$ cat src/rtl/id_stage_sb.sv
// id_stage_sb: venus decode stage with bypassed register file, valid handshake and load-use scoreboard
module id_stage_sb #(
  parameter int DATA_W = 32,
  parameter int NREG = 16,
  parameter bit IMM_SEXT = 1'b1
) (
  input  logic              clk,
  input  logic              rst,
  input  logic [31:0]       inst_i,
  input  logic              inst_v_i,
  input  logic              stall_i,
  output logic              stall_o,
  input  logic              wb_i,
  input  logic [3:0]        wb_r_i,
  input  logic [DATA_W-1:0] wb_data_i,
  output logic              v_o,
  output logic [6:0]        opcode_o,
  output logic [3:0]        rd_addr_o,
  output logic [DATA_W-1:0] rd_value_o,
  output logic [DATA_W-1:0] rs_value_o,
  output logic [DATA_W-1:0] imm_value_o,
  output logic              immf_o,
  output logic              ctrl_inte_o,
  output logic              ctrl_logic_o,
  output logic              ctrl_shift_o,
  output logic              ctrl_ld_o,
  output logic              ctrl_st_o,
  output logic              ctrl_br_o
);
  localparam logic [4:0] NR = 5'(NREG);
  logic [6:0] op;
  logic immf;
  logic [3:0] rd, rs;
  logic [15:0] imm;
  logic [2:0] cls;
  logic [DATA_W-1:0] rf [16];
  logic [15:0] pend;
  logic wr, use_rs, use_rd, hazard, issue, ld_issue;
  logic [DATA_W-1:0] rd_val, rs_val, imm_val;
  logic [5:0] ctrl_d, ctrl_q;
  assign {op, immf, rd, rs, imm} = inst_i;
  assign cls = op[6:4];
  assign wr = wb_i & ({1'b0, wb_r_i} < NR);
  assign rd_val = ({1'b0, rd} >= NR) ? '0 : (wr && wb_r_i == rd) ? wb_data_i : rf[rd];
  assign rs_val = ({1'b0, rs} >= NR) ? '0 : (wr && wb_r_i == rs) ? wb_data_i : rf[rs];
  assign imm_val = IMM_SEXT ? DATA_W'($signed(imm)) : DATA_W'(imm);
  assign ctrl_d = (cls < 3'd6) ? 6'd1 << cls : 6'd0;
  assign use_rs = ~immf;
  assign use_rd = (cls < 3'd6) & (cls != 3'd3);
  assign hazard = inst_v_i & ((use_rs & pend[rs] & ~(wr & (wb_r_i == rs))) |
                              (use_rd & pend[rd] & ~(wr & (wb_r_i == rd))));
  assign stall_o = stall_i | hazard;
  assign issue = inst_v_i & ~stall_o;
  assign ld_issue = issue & (cls == 3'd3) & ({1'b0, rd} < NR);
  assign {ctrl_br_o, ctrl_st_o, ctrl_ld_o, ctrl_shift_o, ctrl_logic_o, ctrl_inte_o} = ctrl_q;
  always_ff @(posedge clk or negedge rst)
    if (!rst) begin
      rf <= '{default: '0};
      pend <= '0;
      v_o <= 1'b0;
      ctrl_q <= '0;
      opcode_o <= '0;
      rd_addr_o <= '0;
      rd_value_o <= '0;
      rs_value_o <= '0;
      imm_value_o <= '0;
      immf_o <= 1'b0;
    end else begin
      if (wr) rf[wb_r_i] <= wb_data_i;
      pend <= (pend & ~(wr ? 16'd1 << wb_r_i : 16'd0)) | (ld_issue ? 16'd1 << rd : 16'd0);
      if (!stall_i) begin
        v_o <= issue;
        ctrl_q <= issue ? ctrl_d : 6'd0;
        if (issue) begin
          opcode_o <= op;
          rd_addr_o <= rd;
          rd_value_o <= rd_val;
          rs_value_o <= rs_val;
          imm_value_o <= imm_val;
          immf_o <= immf;
        end
      end
    end
endmodule

$ cat config.mk
export PLATFORM = sky130hd
export DESIGN_NAME = id_stage_sb
export DESIGN_NICKNAME = d
export VERILOG_FILES = /design/src/rtl/id_stage_sb.sv
export SDC_FILE = /design/constraint.sdc
export NUM_CORES = 1
export LEC_CHECK = 0
export CAP_MARGIN = 10
export CORE_ASPECT_RATIO = 1.4
export CORE_MARGIN = 1
export CORE_UTILIZATION = 50
export CTS_BUF_LIST = sky130_fd_sc_hd__clkbuf_4
export DETAILED_ROUTE_END_ITERATION = 10
export GPL_TIMING_DRIVEN = 0
export PLACE_DENSITY = 0.71
export SLEW_MARGIN = 20
export SYNTH_ARGS = -nofsm -noshare
export SYNTH_HDL_FRONTEND = slang
export SYNTH_SLANG_ARGS = --single-unit
export TNS_END_PERCENT = 1
$ cat constraint.sdc
create_clock -name clk -period 2.27 [get_ports clk]
set_input_delay 0.227 -clock clk [delete_from_list [all_inputs] [get_ports clk]]
set_output_delay 0.227 -clock clk [all_outputs]
set_load 0.05 [all_outputs]
* Word-level counts from Yosys, hierarchy flattened
Cells that the tools add are included.
** Cells by class
- $lt $le $gt $ge :: 7
- Equality and inequality tests :: 4
- Shift operators :: 3
- Muxes and demuxes :: 19
- Bitwise logic cells :: 23
- Reductions and logical operators :: 4
** Operators with widths (number)
- $bwmux W512 :: 1
- $bmux W32 S4 :: 2
- $mux W32 :: 7
- $demux W32 S4 :: 1
- $mux W16 :: 2
- $shl A1 B4 Y16 const A :: 2
- $and A16 B16 Y16 :: 1
- $not A16 Y16 :: 1
- $or A16 B16 Y16 :: 1
- $ge A5 B5 Y1 const B :: 3
- $not A4 Y5 :: 3
- $mux W6 :: 2
- $and A1 B1 Y1 :: 10
- $lt A4 B5 Y1 const B :: 2
- $bmux W1 S4 :: 2
- $eq A4 B4 Y1 :: 2
- $shl A1 B3 Y6 const A :: 1
- $lt A5 B1 Y1 const B :: 1
- $not A1 Y1 :: 5
- $eq A3 B2 Y1 const B :: 1
- $logic_and A1 B1 Y1 :: 3
- $lt A3 B3 Y1 const B :: 1
- $ne A3 B2 Y1 const B :: 1
- $mux W1 :: 2
- 2 further kinds :: 3
** Word-level totals
- Bits in registers :: 627
- Bits of input ports :: 73
- Output and inout bits :: 116
- Logic and storage cells :: 85

* Logic depth before layout (Yosys ltp)
Gate-level depths: netlist of the first run.
- Depth in word-level cells :: 12
- Depth in mapped cells :: 10
- Depth with buffers taken out :: 6

* Least setup slack after synthesis of the first run
No wires, ideal clock.
- Path type :: input to output
- Start point :: input inst_i[20]
- End point :: output stall_o
- Arrival time :: 2.447 ns
- Required time :: 2.043 ns
- Slack :: -0.404 ns
- Cell stages on the path :: 8
- Buffers on the path :: 3
- Cells stage by stage :: clkbuf_1 -> xor2_1 -> nor4_1 -> clkbuf_1 -> nor4_1 -> nor2_1 -> clkbuf_1 -> o21bai_1
** On the way
- Longest elaborated chain between the ends :: 7
- Elaborated cells on any way between the ends :: 10
- Those cells by class :: 1 x eq/ne; 2 x mux; 7 x bitwise
** Ends and longest elaborated chain
- from (decl) :: line 9 : input logic [31:0] inst_i,
- $bmux W1 S4 or $eq A4 B4 Y1 (tied branches) :: line 51 : (use_rd & pend[rd] & ~(wr & (wb_r_i == rd))));
- $mux W1 (not written as such) or $and A1 B1 Y1 (tied branches) :: line 51
- $and A1 B1 Y1 or $not A1 Y1 (tied branches) :: line 51
- $and A1 B1 Y1 (*) :: line 51
- $or A1 B1 Y1 (*) :: line 50 : assign hazard = inst_v_i & ((use_rs & pend[rs] & ~(wr & (wb_r_i == rs))) |
- $and A1 B1 Y1 (*) :: line 50
- $or A1 B1 Y1 (*) :: line 52 : assign stall_o = stall_i | hazard;
- to (decl) :: line 12 : output logic stall_o,
Mark *: on every way between the ends. The rest lies on a longest branch, timed or not. The select of a mux whose other input is x is not followed.

* Final worst setup path of the first run
- Start point :: register pend[10]
- End point :: output stall_o
** On the way
- Longest elaborated chain between the ends :: 7
- Elaborated cells on any way between the ends :: 11
- Those cells by class :: 4 x mux; 7 x bitwise
** Ends and longest elaborated chain
- from (decl) :: line 37 : logic [15:0] pend;
- from (signal assigned) :: line 70 : pend <= (pend & ~(wr ? 16'd1 << wb_r_i : 16'd0)) | (ld_issue ? 16'd1 << rd : 16'd0);
- $bmux W1 S4 (on tied branches) :: line 50, 51
- $mux W1 (on tied branches) :: line 50, 51
- $and A1 B1 Y1 (on tied branches) (2 in series) :: line 50, 51
- $or A1 B1 Y1 (*) :: line 50
- $and A1 B1 Y1 (*) :: line 50
- $or A1 B1 Y1 (*) :: line 52
Marked as above.

==> out/summary.log, run 1 <==
qor: status.run_status finished with violations
qor: status.violations setup timing
qor: floorplan.core_region_area 63,400 um^2
qor: power.p_comb_share 29.9%
qor: synth.synthMostInstantiatedCell sky130_fd_sc_hd__dfrtp_1
qor: sta.achievable-frequency 315 MHz
qor: worst_setup_path.list_of_cells_traversed_by_the_critical_path mux4_2, mux2_4, a22oi_2, nor3_4, nor2_2, clkbuf_8, o21bai_4, buf_8
qor: sta.slew_headroom 21.2%
qor: cells_and_area.num-nets-final 2,586
qor: detailed_routing.post_drt_wl_per_cell 29.0 um
qor: synth.post_synth.cell_area_avg 15.3 um^2
qor: worst_setup_path.endpoint_kind primary output
qor: clocking.tritoncts built
qor: sta.timing_worst_slew_pin_value 1180 ps
qor: power.p_int 24,200 uW
qor: global_route.global_route.overflow_total 0
qor: synth.synthesized_area_fraction_occupied_by_adder_cells 0%
qor: clocking.cts_made_buffers 158
qor: synth.synth_seq_cells 627
qor: sta.timing.clock.skew 34.0 ps
qor: worst_setup_path.crit_path_max_incr_delay 480 ps
qor: cells_and_area.finalCoreUtilization 59.8%
qor: power.swShare 32.7%
qor: clocking.cts.clk_slew.worst_paths 70 ps
qor: clocking.cts-root-buf sky130_fd_sc_hd__clkbuf_4
qor: floorplan.die_area 65,500 um^2
qor: synth.yosys.area.top_type_share 48.7%
qor: synth.synth.yosys.warnings 0
qor: worst_setup_path.top_delay_family_on_crit_path multiplexers
qor: clocking.clock_path_buffers 3
qor: power.register_share_of_total_power 43.7%
qor: placement.pre_cts_slack -2160 ps
qor: global_route.grtUsageTotal 31.1%
qor: placement.routabilityCongestion 0.879
qor: global_route.antenna_found_initial 2
qor: sta.setup-violations-final 149
qor: worst_setup_path.worst_path_max_delay_cell sky130_fd_sc_hd__mux4_2
qor: placement.placement.io_buffers 182
qor: cells_and_area.post_route_cells_drive_above_1_share 48.0%
qor: clocking.cts.sink_count 627
qor: detailed_routing.drtAntennaViolNets 0
qor: global_route.grt_start_max_net_pins 105
qor: detailed_routing.route.vias.total 22,100
qor: power.p_leak 0.0161 uW
qor: floorplan.core.rowCount 109
qor: placement.post_dp_cell_area 35,300 um^2
qor: synth.post_synth_inst_count 2,105
qor: clocking.insertion_delay 940 ps
qor: detailed_routing.drcViolationCount 0
qor: floorplan.fp.dieW 217 um
qor: synth.yosysTopAreaCell sky130_fd_sc_hd__dfrtp_1
qor: cells_and_area.fin_area 37,900 um^2
qor: global_route.grt_pass1_vias 23,800
qor: worst_setup_path.critical_path.n_buffers_inverters 2
qor: synth.synthesis.area 32,200 um^2
qor: sta.timing_max_transition_violations_final 0
qor: worst_setup_path.max_fo_critical_path 3
qor: worst_setup_path.setup.worst_path.start_class register
qor: detailed_routing.drt-initial-drc-count 2,030
qor: synth.synth_compound_gate_area_share 5.36%
qor: worst_setup_path.worst-endpoint-required 2040 ps
qor: synth.synth_xor_xnor_area_share 0.217%
qor: synth.netlist_top_cells_area sky130_fd_sc_hd__dfrtp_1 (49%), sky130_fd_sc_hd__mux2_2 (19%), sky130_fd_sc_hd__mux4_2 (18%), sky130_fd_sc_hd__mux2_4 (3.1%), sky130_fd_sc_hd__clkbuf_1 (1.9%)
qor: power.ir_drop 0.000587 V
qor: synth.net_count_after_synthesis 2,178
qor: synth.largest_family_of_logic_cells_by_synthesized_area multiplexers
qor: job.timing.max_cap.violations 0
qor: placement.dpl.hpwl 67,300 um
qor: synth.synth_async_sr_flop_share 100%
qor: worst_setup_path.worst_ep_arrival_time 2940 ps
qor: synth.synth_simple_gate_area_share 2.03%
qor: sta.min_period_over_period 140%
qor: detailed_routing.firstDrtPassIters 5
qor: synth.synth-edff-count 0
qor: sta.setup_repair_after_global_routing_missed_its_margin yes
qor: sta.layout_setup_ws -901 ps
qor: detailed_routing.avgViaCountPerCell 6.41
qor: power.power.density 949 nW/um^2
qor: sta.finalHoldViolCount 0
qor: cells_and_area.stdcell_count 3,449
qor: power.clock_power_share 26.5%
qor: worst_setup_path.critical_path_class register to primary output
qor: clocking.cts_max_level 4
qor: synth.synth_mux_area_share 40.3%
qor: synth.synthDistinctLibCells 45
qor: floorplan.ioPinCount 189
qor: detailed_routing.route.final.wire_length 100,000 um
qor: synth.ys_top_cells_by_count sky130_fd_sc_hd__dfrtp_1 (627), sky130_fd_sc_hd__mux2_2 (536), sky130_fd_sc_hd__mux4_2 (261), sky130_fd_sc_hd__clkbuf_1 (161), sky130_fd_sc_hd__o21ai_0 (80)
qor: synth.synth_seq_area_share 48.7%
qor: floorplan.floorplan.initialDensity 50.8%
qor: floorplan.dieHeight 302 um
qor: cells_and_area.area_growth_syn_to_layout 17.8%
qor: min_path.hold_path_class primary input to register
qor: placement.place_inst 3,125
qor: sta.min_period 3170 ps
qor: power.switchingPower 11,800 uW
qor: global_route.grt_pass1_wl 149,000 um
qor: sta.final.hold.worst_slack 108 ps
qor: synth.synth_top_flop_cell sky130_fd_sc_hd__dfrtp_1
==> power by group through the flow <==
stage                     Sequential, uW  Clock (uW)  Combinational, uW
after floorplan                    17200           0               6040
after global placement             15600           0              10600
after detailed placement           15900           0              10900
after CTS                          15700        9730              10700
after global routing               16100       10300              11300
final                              15700        9540              10800
==> worst paths after layout <==
check                               start  cells after the start  slack [ps]            end
min in group asynchronous             rst                      4         460        rf[118]
worst min register to register  ctrl_q[1]                      1         500      ctrl_q[1]
worst min-delay path             inst_v_i                      5         110         immf_o
worst max-delay path             pend[10]                      8        -900        stall_o
worst max register to register   pend[10]                     18        -640       pend[15]
max in group asynchronous             rst                      6         380  rd_value_o[8]
==> sequential cells by signal (all words and copies together), names as in the netlist <==
signal and count:
ctrl_q 6, v_o 1, rf 512, rd_addr_o 4, opcode_o 7, rs_value_o 32, imm_value_o 16, immf_o 1
rd_value_o 32, pend 16
==> per-layer routing <==
metal	global-route usage (%)	share of wire, %	vias to the layer above
met3	6.37	6.7	329
met2	52.0	51	1029
met4	18.0	5.6	0
met1	37.6	37	11700
met5	0	0	-
li1	-	-	9047
==> worst reg2reg max path, delay by kind of cell (launching register included) <==
family | cells | cell delay [ps]
buffers and inverters | 12 | 1060
multiplexers | 2 | 760
flip-flops | 1 | 410
AO/OA/AOI/OAI | 2 | 390
AND/OR/NAND/NOR | 2 | 230
==> stage by stage <==
| step | TNS, ps | total power [uW] |
|---|---|---|
| 2_1_floorplan | -2630 | 23200 |
| 3_3_place_gp | - | 26200 |
| 3_5_place_dp | -482570 | 26800 |
| 4_1_cts | -35580 | 36100 |
| 5_1_grt | -47660 | 37600 |
| 6_report | -43750 | 36000 |
==> placed cells by master (no fill, tap or decap), types with 4 or more instances in the layout <==
cell / count
sky130_fd_sc_hd__a221oi_1: 64
sky130_fd_sc_hd__a22o_1: 65
sky130_fd_sc_hd__a32o_1: 8
sky130_fd_sc_hd__buf_1: 5
sky130_fd_sc_hd__buf_12: 16
sky130_fd_sc_hd__buf_16: 9
sky130_fd_sc_hd__buf_2: 18
sky130_fd_sc_hd__buf_4: 56
sky130_fd_sc_hd__buf_6: 13
sky130_fd_sc_hd__buf_8: 4
sky130_fd_sc_hd__clkbuf_1: 145
sky130_fd_sc_hd__clkbuf_2: 12
sky130_fd_sc_hd__clkbuf_4: 234
sky130_fd_sc_hd__clkdlybuf4s50_1: 65
sky130_fd_sc_hd__clkinv_1: 17
sky130_fd_sc_hd__clkinv_2: 6
sky130_fd_sc_hd__dfrtp_1: 626
sky130_fd_sc_hd__dlygate4sd2_1: 98
sky130_fd_sc_hd__dlygate4sd3_1: 27
sky130_fd_sc_hd__inv_1: 6
sky130_fd_sc_hd__mux2_2: 525
sky130_fd_sc_hd__mux2_4: 78
sky130_fd_sc_hd__mux2i_1: 5
sky130_fd_sc_hd__mux4_2: 261
sky130_fd_sc_hd__nand2_1: 76
sky130_fd_sc_hd__nand2b_1: 11
sky130_fd_sc_hd__nor2_1: 16
sky130_fd_sc_hd__nor2b_1: 10
sky130_fd_sc_hd__o21ai_0: 70
sky130_fd_sc_hd__o21ai_1: 10
sky130_fd_sc_hd__xor2_1: 6
==> cell type report <==
cell class | count | area, um^2
Sequential cell | 627 | 15700
Antenna cell | 2 | 5.00
Inverter | 6 | 22.5
Tap cell | 832 | 1040
Timing Repair Buffer | 248 | 2540
Fill cell | 5000 | 25500
Multi-Input combinational cell | 1249 | 15500
Buffer | 223 | 1180
Clock inverter | 28 | 165
Clock buffer | 234 | 1760
==> what timing repair did <==
action | 4_1_cts | 5_1_grt
endpoints found under the hold margin | 261 | 9
pin swaps | 4 | 9
gates resized for setup | 161 | 37
gates cloned | 1 | 0
buffers inserted | 27 | 4
hold buffers | 25 | 4
setup endpoints to repair | 231 | 171
==> logic make-up (layout without fill, tap and decap cells) <==
logic type	count (synthesis)	in the layout
AND/OR/NAND/NOR	140	140
multiplexers	870	870
other	0	2
flip-flops	627	627
XOR/XNOR	8	8
AO/OA/AOI/OAI	231	231
buffers and inverters	229	739
Note: power is estimated with default switching activity, not from simulation.
==> run 2, diff against run 1 <==
- CORE_ASPECT_RATIO: 1.4 -> 0.8
- CORE_MARGIN: 1 -> unset
==> out/summary.log, run 2 (synthesis gave the netlist of run 1 again) <==
qor: cells_and_area.finalCoreUtilization 60.0% [was 59.8%]
qor: sta.timing_max_transition_violations_final 0 [unchanged]
qor: cells_and_area.area_growth_syn_to_layout 17.6% [was 17.8%]
qor: clocking.cts_max_level 4 [unchanged]
qor: sta.min_period 3360 ps [was 3170 ps]
qor: sta.min_period_over_period 148% [was 140%]
qor: worst_setup_path.setup.worst_path.start_class register [unchanged]
qor: cells_and_area.highest_count_cells_in_the_layout_ignoring_fill_and_taps sky130_fd_sc_hd__dfrtp_1 (626), sky130_fd_sc_hd__mux2_2 (535), sky130_fd_sc_hd__mux4_2 (261) [was sky130_fd_sc_hd__dfrtp_1 (626), sky130_fd_sc_hd__mux2_2 (525), sky130_fd_sc_hd__mux4_2 (261)]
qor: worst_setup_path.worst_ep_arrival_time 4260 ps [was 2940 ps]
qor: sta.layout_setup_ws -1090 ps [was -901 ps]
qor: worst_setup_path.timing.rr.start pend[9] [was pend[10]]
qor: power.clock_power_share 26.8% [was 26.5%]
qor: placement.pre_cts_slack -2080 ps [was -2160 ps]
qor: min_path.hold_path_class primary input to register [unchanged]
qor: power.power.density 954 nW/um^2 [was 949 nW/um^2]
qor: min_path.hp-start inst_i[31] [was inst_v_i]
qor: placement.post_dp_cell_area 35,400 um^2 [was 35,300 um^2]
qor: placement.dpl.hpwl 66,500 um [was 67,300 um]
qor: clocking.cts.sink_count 627 [unchanged]
qor: placement.placement.io_buffers 182 [unchanged]
qor: power.ir_drop 0.000725 V [was 0.000587 V]
qor: worst_setup_path.critical_path_class register to register [was register to primary output]
qor: detailed_routing.route.vias.total 22,500 [was 22,100]
qor: floorplan.floorplan.initialDensity 51.0% [was 50.8%]
qor: cells_and_area.biggestRegsByFlops rf: 512 flops, rd_value_o: 32 flops, rs_value_o: 32 flops [unchanged]
qor: worst_setup_path.max_fo_critical_path 5 [was 3]
qor: clocking.cts_made_buffers 160 [was 158]
qor: detailed_routing.drcViolationCount 0 [unchanged]
qor: detailed_routing.post_drt_wl_per_cell 28.4 um [was 29.0 um]
qor: floorplan.die_area 65,500 um^2 [about the same]
qor: cells_and_area.post_route_cells_drive_above_1_share 47.8% [was 48.0%]
qor: sta.setup-violations-final 103 [was 149]
qor: clocking.cts-root-buf sky130_fd_sc_hd__clkbuf_4 [unchanged]
qor: power.p_comb_share 29.8% [was 29.9%]
qor: detailed_routing.drtAntennaViolNets 0 [unchanged]
qor: cells_and_area.largest_reg_flops 512 [unchanged]
qor: global_route.grt_start_max_net_pins 105 [unchanged]
qor: floorplan.fp.dieW 286 um [was 217 um]
qor: sta.slew_headroom 23.3% [was 21.2%]
qor: floorplan.dieHeight 229 um [was 302 um]
qor: detailed_routing.avgViaCountPerCell 6.48 [was 6.41]
qor: sta.achievable-frequency 298 MHz [was 315 MHz]
qor: floorplan.ioPinCount 189 [unchanged]
qor: sta.final.hold.worst_slack 100 ps [was 108 ps]
qor: sta.setup_repair_after_global_routing_missed_its_margin yes [unchanged]
qor: clocking.clock_path_buffers 3 [unchanged]
qor: power.register_share_of_total_power 43.5% [was 43.7%]
qor: status.run_status finished with violations [unchanged]
qor: global_route.grtUsageTotal 30.8% [was 31.1%]
qor: sta.finalHoldViolCount 0 [unchanged]
qor: clocking.insertion_delay 1070 ps [was 940 ps]
qor: global_route.grt_pass1_vias 23,600 [was 23,800]
qor: status.violations setup timing [unchanged]
qor: placement.routabilityCongestion 0.900 [was 0.879]
qor: clocking.tritoncts built [unchanged]
qor: cells_and_area.layout.cells.most_common sky130_fd_sc_hd__dfrtp_1 [unchanged]
qor: job.timing.max_cap.violations 0 [unchanged]
qor: cells_and_area.fin_area 37,900 um^2 [about the same]
qor: detailed_routing.route.final.wire_length 98,900 um [was 100,000 um]
qor: detailed_routing.drt-initial-drc-count 2,226 [was 2,030]
qor: power.p_leak 0.0161 uW [about the same]
qor: floorplan.core.rowCount 82 [was 109]
qor: global_route.global_route.overflow_total 0 [unchanged]
qor: sta.timing.clock.skew 91.4 ps [was 34.0 ps]
qor: worst_setup_path.worst_setup_path_startpoint pend[9] [was pend[10]]
qor: global_route.grt_pass1_wl 149,000 um [about the same]
qor: power.switchingPower 12,000 uW [was 11,800 uW]
qor: global_route.antenna_found_initial 4 [was 2]
qor: sta.timing_worst_slew_pin_value 1150 ps [was 1180 ps]
qor: cells_and_area.num-nets-final 2,596 [was 2,586]
qor: power.p_int 24,200 uW [about the same]
qor: floorplan.core_region_area 63,200 um^2 [was 63,400 um^2]
qor: clocking.cts.clk_slew.worst_paths 70 ps [about the same]
qor: detailed_routing.firstDrtPassIters 7 [was 5]
qor: worst_setup_path.endpoint_kind register [was primary output]
qor: power.swShare 33.2% [was 32.7%]
qor: cells_and_area.registers.top_by_ff_count rf [unchanged]
qor: worst_setup_path.worst-endpoint-required 3180 ps [was 2040 ps]
==> run 2: critical path: stages (launching register included) <==
cell and delay, ps:
sky130_fd_sc_hd__dfrtp_1 390, sky130_fd_sc_hd__mux4_2 290, sky130_fd_sc_hd__o22ai_4 90, sky130_fd_sc_hd__nor4_4 440, sky130_fd_sc_hd__nor2_2 110, sky130_fd_sc_hd__buf_4 150, sky130_fd_sc_hd__buf_4 130, sky130_fd_sc_hd__buf_4 120
sky130_fd_sc_hd__buf_4 120, sky130_fd_sc_hd__buf_4 130, sky130_fd_sc_hd__buf_4 140, sky130_fd_sc_hd__buf_4 140, sky130_fd_sc_hd__buf_4 130, sky130_fd_sc_hd__buf_4 120, sky130_fd_sc_hd__buf_4 120, sky130_fd_sc_hd__buf_4 120
sky130_fd_sc_hd__buf_4 110, sky130_fd_sc_hd__buf_4 120, sky130_fd_sc_hd__a41o_1 220
==> run 2: what timing repair did <==
action / CTS / global route
setup endpoints to repair: 217 / 135
pin swaps: 4 / 4
hold buffers: 37 / 0
buffers inserted: 21 / 9
endpoints found under the hold margin: 321 / 0
resized for setup: 142 / 24
==> run 2: final timing paths <==
check / end / slack (ps) / cells past startpoint
setup / recovery: pend[15] / -1090 / 18
hold / removal: ctrl_q[1] / 100 / 3
setup reg to reg: pend[15] / -1090 / 18
hold reg to reg: v_o / 490 / 1
max in group asynchronous: rf[117] / 320 / 7
min in group asynchronous: immf_o / 300 / 4
==> run 2: power groups by stage <==
stage	Clock, uW	Combinational (uW)	Sequential [uW]
final	9680	10800	15700
after global routing	10400	11300	16000
after CTS	9810	10700	15600
after detailed placement	0	10900	15900
after floorplan	0	6040	17200
after global placement	0	10600	15600
==> run 2: layout make-up <==
type	instances	area [um^2]
fill	4968	25300
antenna	5	12.5
inverter	6	22.5
clock inverter	44	231
multi-input combinational	1249	15500
tap	840	1050
sequential	627	15700
buffer	223	1150
clock buffer	230	1730
timing repair buffer	256	2470
==> run 2: through the flow <==
stage               power, uW  cells  setup TNS [ps]
floorplan               23200   2105           -2630
global placement        26300   3127               -
detailed placement      26800   3134         -456280
CTS                     36200   3466          -39250
global route            37700   3478          -49010
finish                  36200   3480          -46360
==> run 2: routing by layer <==
layer  global-route usage [%]  up-vias  wire length, um
met2                     44.3     1315            43800
met3                     9.23      243            10000
met1                     43.5    11900            41400
li1                         -     9100                -
met5                        0        -               12
met4                     13.1        2             3680
==> run 3, diff against run 2 <==
--- a/config.mk
+++ b/config.mk
@@ -18,2 +18,2 @@
 export SYNTH_SLANG_ARGS = --single-unit
-export TNS_END_PERCENT = 1
+export TNS_END_PERCENT = 10
--- a/constraint.sdc
+++ b/constraint.sdc
@@ -3,2 +3,2 @@
 set_output_delay 0.227 -clock clk [all_outputs]
-set_load 0.05 [all_outputs]
+set_load 0.02 [all_outputs]
==> out/summary.log, run 3 (synthesis gave the netlist of run 1 again) <==
qor: placement.post_dp_cell_area 35,400 um^2 [about the same]
qor: cells_and_area.post_route_cells_drive_above_1_share 47.1% [was 47.8%]
qor: worst_setup_path.r2r_end rs_value_o[1] [was pend[15]]
qor: power.power.density 913 nW/um^2 [was 954 nW/um^2]
qor: cells_and_area.num-nets-final 2,588 [was 2,596]
qor: floorplan.dieHeight 229 um [unchanged]
qor: sta.finalHoldViolCount 0 [unchanged]
qor: placement.place_inst 3,134 [unchanged]
qor: sta.timing.clock.skew 71.1 ps [was 91.4 ps]
qor: power.clock_power_share 27.1% [was 26.8%]
qor: detailed_routing.drtAntennaViolNets 0 [unchanged]
qor: floorplan.core.rowCount 82 [unchanged]
qor: cells_and_area.layout.cells.most_common sky130_fd_sc_hd__dfrtp_1 [unchanged]
qor: floorplan.core_region_area 63,200 um^2 [unchanged]
qor: worst_setup_path.worst_setup_path_startpoint pend[14] [was pend[9]]
qor: sta.tns -44,450 ps [was -46,360 ps]
qor: placement.placement.io_buffers 182 [unchanged]
qor: worst_setup_path.endpoint_kind primary output [was register]
qor: power.p_int 24,100 uW [was 24,200 uW]
qor: clocking.clock_path_buffers 3 [unchanged]
qor: min_path.hold_path_class primary input to register [unchanged]
qor: worst_setup_path.worst_ep_arrival_time 2920 ps [was 4260 ps]
qor: floorplan.die_area 65,500 um^2 [unchanged]
qor: global_route.grtUsageTotal 31.1% [was 30.8%]
qor: clocking.cts-root-buf sky130_fd_sc_hd__clkbuf_4 [unchanged]
qor: sta.min_period 3150 ps [was 3360 ps]
qor: clocking.cts.clk_slew.worst_paths 70 ps [about the same]
qor: cells_and_area.highest_count_cells_in_the_layout_ignoring_fill_and_taps sky130_fd_sc_hd__dfrtp_1 (626), sky130_fd_sc_hd__mux2_2 (515), sky130_fd_sc_hd__mux4_2 (261) [was sky130_fd_sc_hd__dfrtp_1 (626), sky130_fd_sc_hd__mux2_2 (535), sky130_fd_sc_hd__mux4_2 (261)]
qor: sta.layout_setup_ws -880 ps [was -1090 ps]
qor: global_route.antenna_found_initial 3 [was 4]
qor: clocking.cts.sink_count 627 [unchanged]
qor: worst_setup_path.max_fo_critical_path 3 [was 5]
qor: cells_and_area.stdcell_count 3,474 [was 3,480]
qor: global_route.global_route.overflow_total 0 [unchanged]
qor: placement.dpl.hpwl 66,200 um [was 66,500 um]
qor: detailed_routing.avgViaCountPerCell 6.48 [about the same]
qor: sta.setup-violations-final 127 [was 103]
qor: global_route.grt_start_max_net_pins 103 [was 105]
qor: floorplan.ioPinCount 189 [unchanged]
qor: cells_and_area.fin_area 38,000 um^2 [was 37,900 um^2]
qor: power.p_leak 0.0161 uW [about the same]
qor: sta.min_period_over_period 139% [was 148%]
qor: clocking.cts_max_level 4 [unchanged]
qor: sta.achievable-frequency 317 MHz [was 298 MHz]
qor: power.switchingPower 10,600 uW [was 12,000 uW]
qor: global_route.grt_pass1_wl 150,000 um [was 149,000 um]
qor: worst_setup_path.setup.worst_path.start_class register [unchanged]
qor: power.swShare 30.6% [was 33.2%]
qor: detailed_routing.drt-initial-drc-count 2,174 [was 2,226]
qor: cells_and_area.area_growth_syn_to_layout 17.9% [was 17.6%]
qor: power.p_comb_share 27.5% [was 29.8%]
qor: sta.timing_max_transition_violations_final 0 [unchanged]
qor: worst_setup_path.timing.rr.start pend[14] [was pend[9]]
qor: clocking.tritoncts built [unchanged]
qor: clocking.cts_made_buffers 162 [was 160]
qor: power.ir_drop 0.000675 V [was 0.000725 V]
qor: detailed_routing.route.vias.total 22,500 [about the same]
qor: worst_setup_path.critical_path_class register to primary output [was register to register]
qor: sta.slew_headroom 19.7% [was 23.3%]
qor: power.register_share_of_total_power 45.4% [was 43.5%]
qor: job.timing.max_cap.violations 0 [unchanged]
qor: sta.timing_worst_slew_pin_value 1200 ps [was 1150 ps]
qor: worst_setup_path.ff2ff_path_depth 10 [was 18]
qor: worst_setup_path.cp_capture_point stall_o [was pend[15]]
qor: detailed_routing.post_drt_wl_per_cell 28.5 um [was 28.4 um]
qor: worst_setup_path.reg2reg_slack -520 ps [was -1090 ps]
qor: status.run_status finished with violations [unchanged]
qor: status.violations setup timing [unchanged]
qor: cells_and_area.fill_cells 4,933 [was 4,968]
qor: detailed_routing.drcViolationCount 0 [unchanged]
qor: cells_and_area.finalCoreUtilization 60.1% [was 60.0%]
qor: worst_setup_path.worst-endpoint-required 2040 ps [was 3180 ps]
qor: floorplan.floorplan.initialDensity 51.0% [unchanged]
qor: clocking.insertion_delay 1040 ps [was 1070 ps]
qor: floorplan.fp.dieW 286 um [unchanged]
qor: cells_and_area.biggestRegsByFlops rf: 512 flops, rd_value_o: 32 flops, rs_value_o: 32 flops [unchanged]
qor: detailed_routing.firstDrtPassIters 5 [was 7]
qor: cells_and_area.registers.top_by_ff_count rf [unchanged]
qor: sta.setup_repair_after_global_routing_missed_its_margin yes [unchanged]
qor: global_route.grt_pass1_vias 23,600 [about the same]
qor: detailed_routing.route.final.wire_length 98,800 um [was 98,900 um]
qor: cells_and_area.largest_reg_flops 512 [unchanged]
qor: placement.routabilityCongestion 0.909 [was 0.900]
## run 3: changes by cell type in the layout (fill, tap and decap cells not counted), moves of 5 or more
| cell | delta |
|---|---|
| sky130_fd_sc_hd__buf_4 | -20 |
| sky130_fd_sc_hd__buf_2 | +6 |
| sky130_fd_sc_hd__buf_16 | +5 |
| sky130_fd_sc_hd__clkdlybuf4s50_1 | +22 |
| sky130_fd_sc_hd__mux2_2 | -20 |
| sky130_fd_sc_hd__mux2_4 | +20 |
| sky130_fd_sc_hd__dlygate4sd2_1 | -25 |
| sky130_fd_sc_hd__o21ai_0 | -7 |
| sky130_fd_sc_hd__clkinv_1 | +6 |
| sky130_fd_sc_hd__o21ai_1 | +6 |
## run 3: power groups by stage
stage | combinational (uW) | clock (uW) | sequential (uW)
2_1_floorplan | 5890 | 0 | 15900
3_3_place_gp | 9260 | 0 | 15600
3_5_place_dp | 9540 | 0 | 15900
4_1_cts | 9480 | 9580 | 15600
5_1_grt | 10100 | 10200 | 16100
6_report | 9530 | 9410 | 15700
## run 3: repair_timing
action	4_1_cts	5_1_grt
setup buffers	15	7
gates cloned	2	2
pin swaps	4	7
endpoints found under the hold margin	461	0
hold buffers	34	0
resized for setup	174	39
endpoints found under the setup margin	191	162
## run 3: worst max-delay path, stage by stage (launching register included)
cell	delay [ps]
sky130_fd_sc_hd__dfrtp_1	400
sky130_fd_sc_hd__mux4_2	480
sky130_fd_sc_hd__mux2_4	300
sky130_fd_sc_hd__a22oi_2	240
sky130_fd_sc_hd__nor3_4	60
sky130_fd_sc_hd__nor2_2	170
sky130_fd_sc_hd__o21bai_1	90
sky130_fd_sc_hd__buf_4	170
## run 3: metal layers
| layer | up-vias | share of wire [%] | global-route usage, % |
|---|---|---|---|
| met5 | - | 0.033 | 0 |
| li1 | 9059 | - | - |
| met2 | 1340 | 44 | 43.8 |
| met3 | 222 | 11 | 11.2 |
| met4 | 4 | 3.4 | 12.4 |
| met1 | 11900 | 42 | 43.8 |
## run 3: worst min path at each step
stage / startpoint / end / cells past startpoint
2_1_floorplan: rst / ctrl_q[0] / 0
3_3_place_gp: v_o / v_o / 1
3_5_place_dp: rst / imm_value_o[7] / 1
4_1_cts: wb_data_i[13] / rf[45] / 2
5_1_grt: inst_i[17] / pend[1] / 6
6_report: inst_i[17] / pend[1] / 6
## run 3: per-stage QoR
| stage | setup WS [ps] | hold WS [ps] | total power (uW) |
|---|---|---|---|
| 2_1_floorplan | -37.9 | -68.6 | 21800 |
| 3_3_place_gp | -26210 | 470 | 24900 |
| 3_5_place_dp | -1960 | 202 | 25400 |
| 4_1_cts | -1050 | 1.38 | 34700 |
| 5_1_grt | -956 | 32.6 | 36300 |
| 6_report | -880 | 13.9 | 34700 |
## run 3: final cells by class
| type | count | area [um^2] | area share [%] |
|---|---|---|---|
| Tap cell | 840 | 1050 | 2.77 |
| Clock inverter | 48 | 199 | 0.524 |
| Sequential cell | 627 | 15700 | 41.3 |
| Timing Repair Buffer | 248 | 2550 | 6.71 |
| Antenna cell | 7 | 17.5 | 0.0461 |
| Inverter | 6 | 22.5 | 0.0593 |
| Buffer | 221 | 1160 | 3.06 |
| Multi-Input combinational cell | 1249 | 15600 | 41.0 |
| Clock buffer | 228 | 1710 | 4.51 |
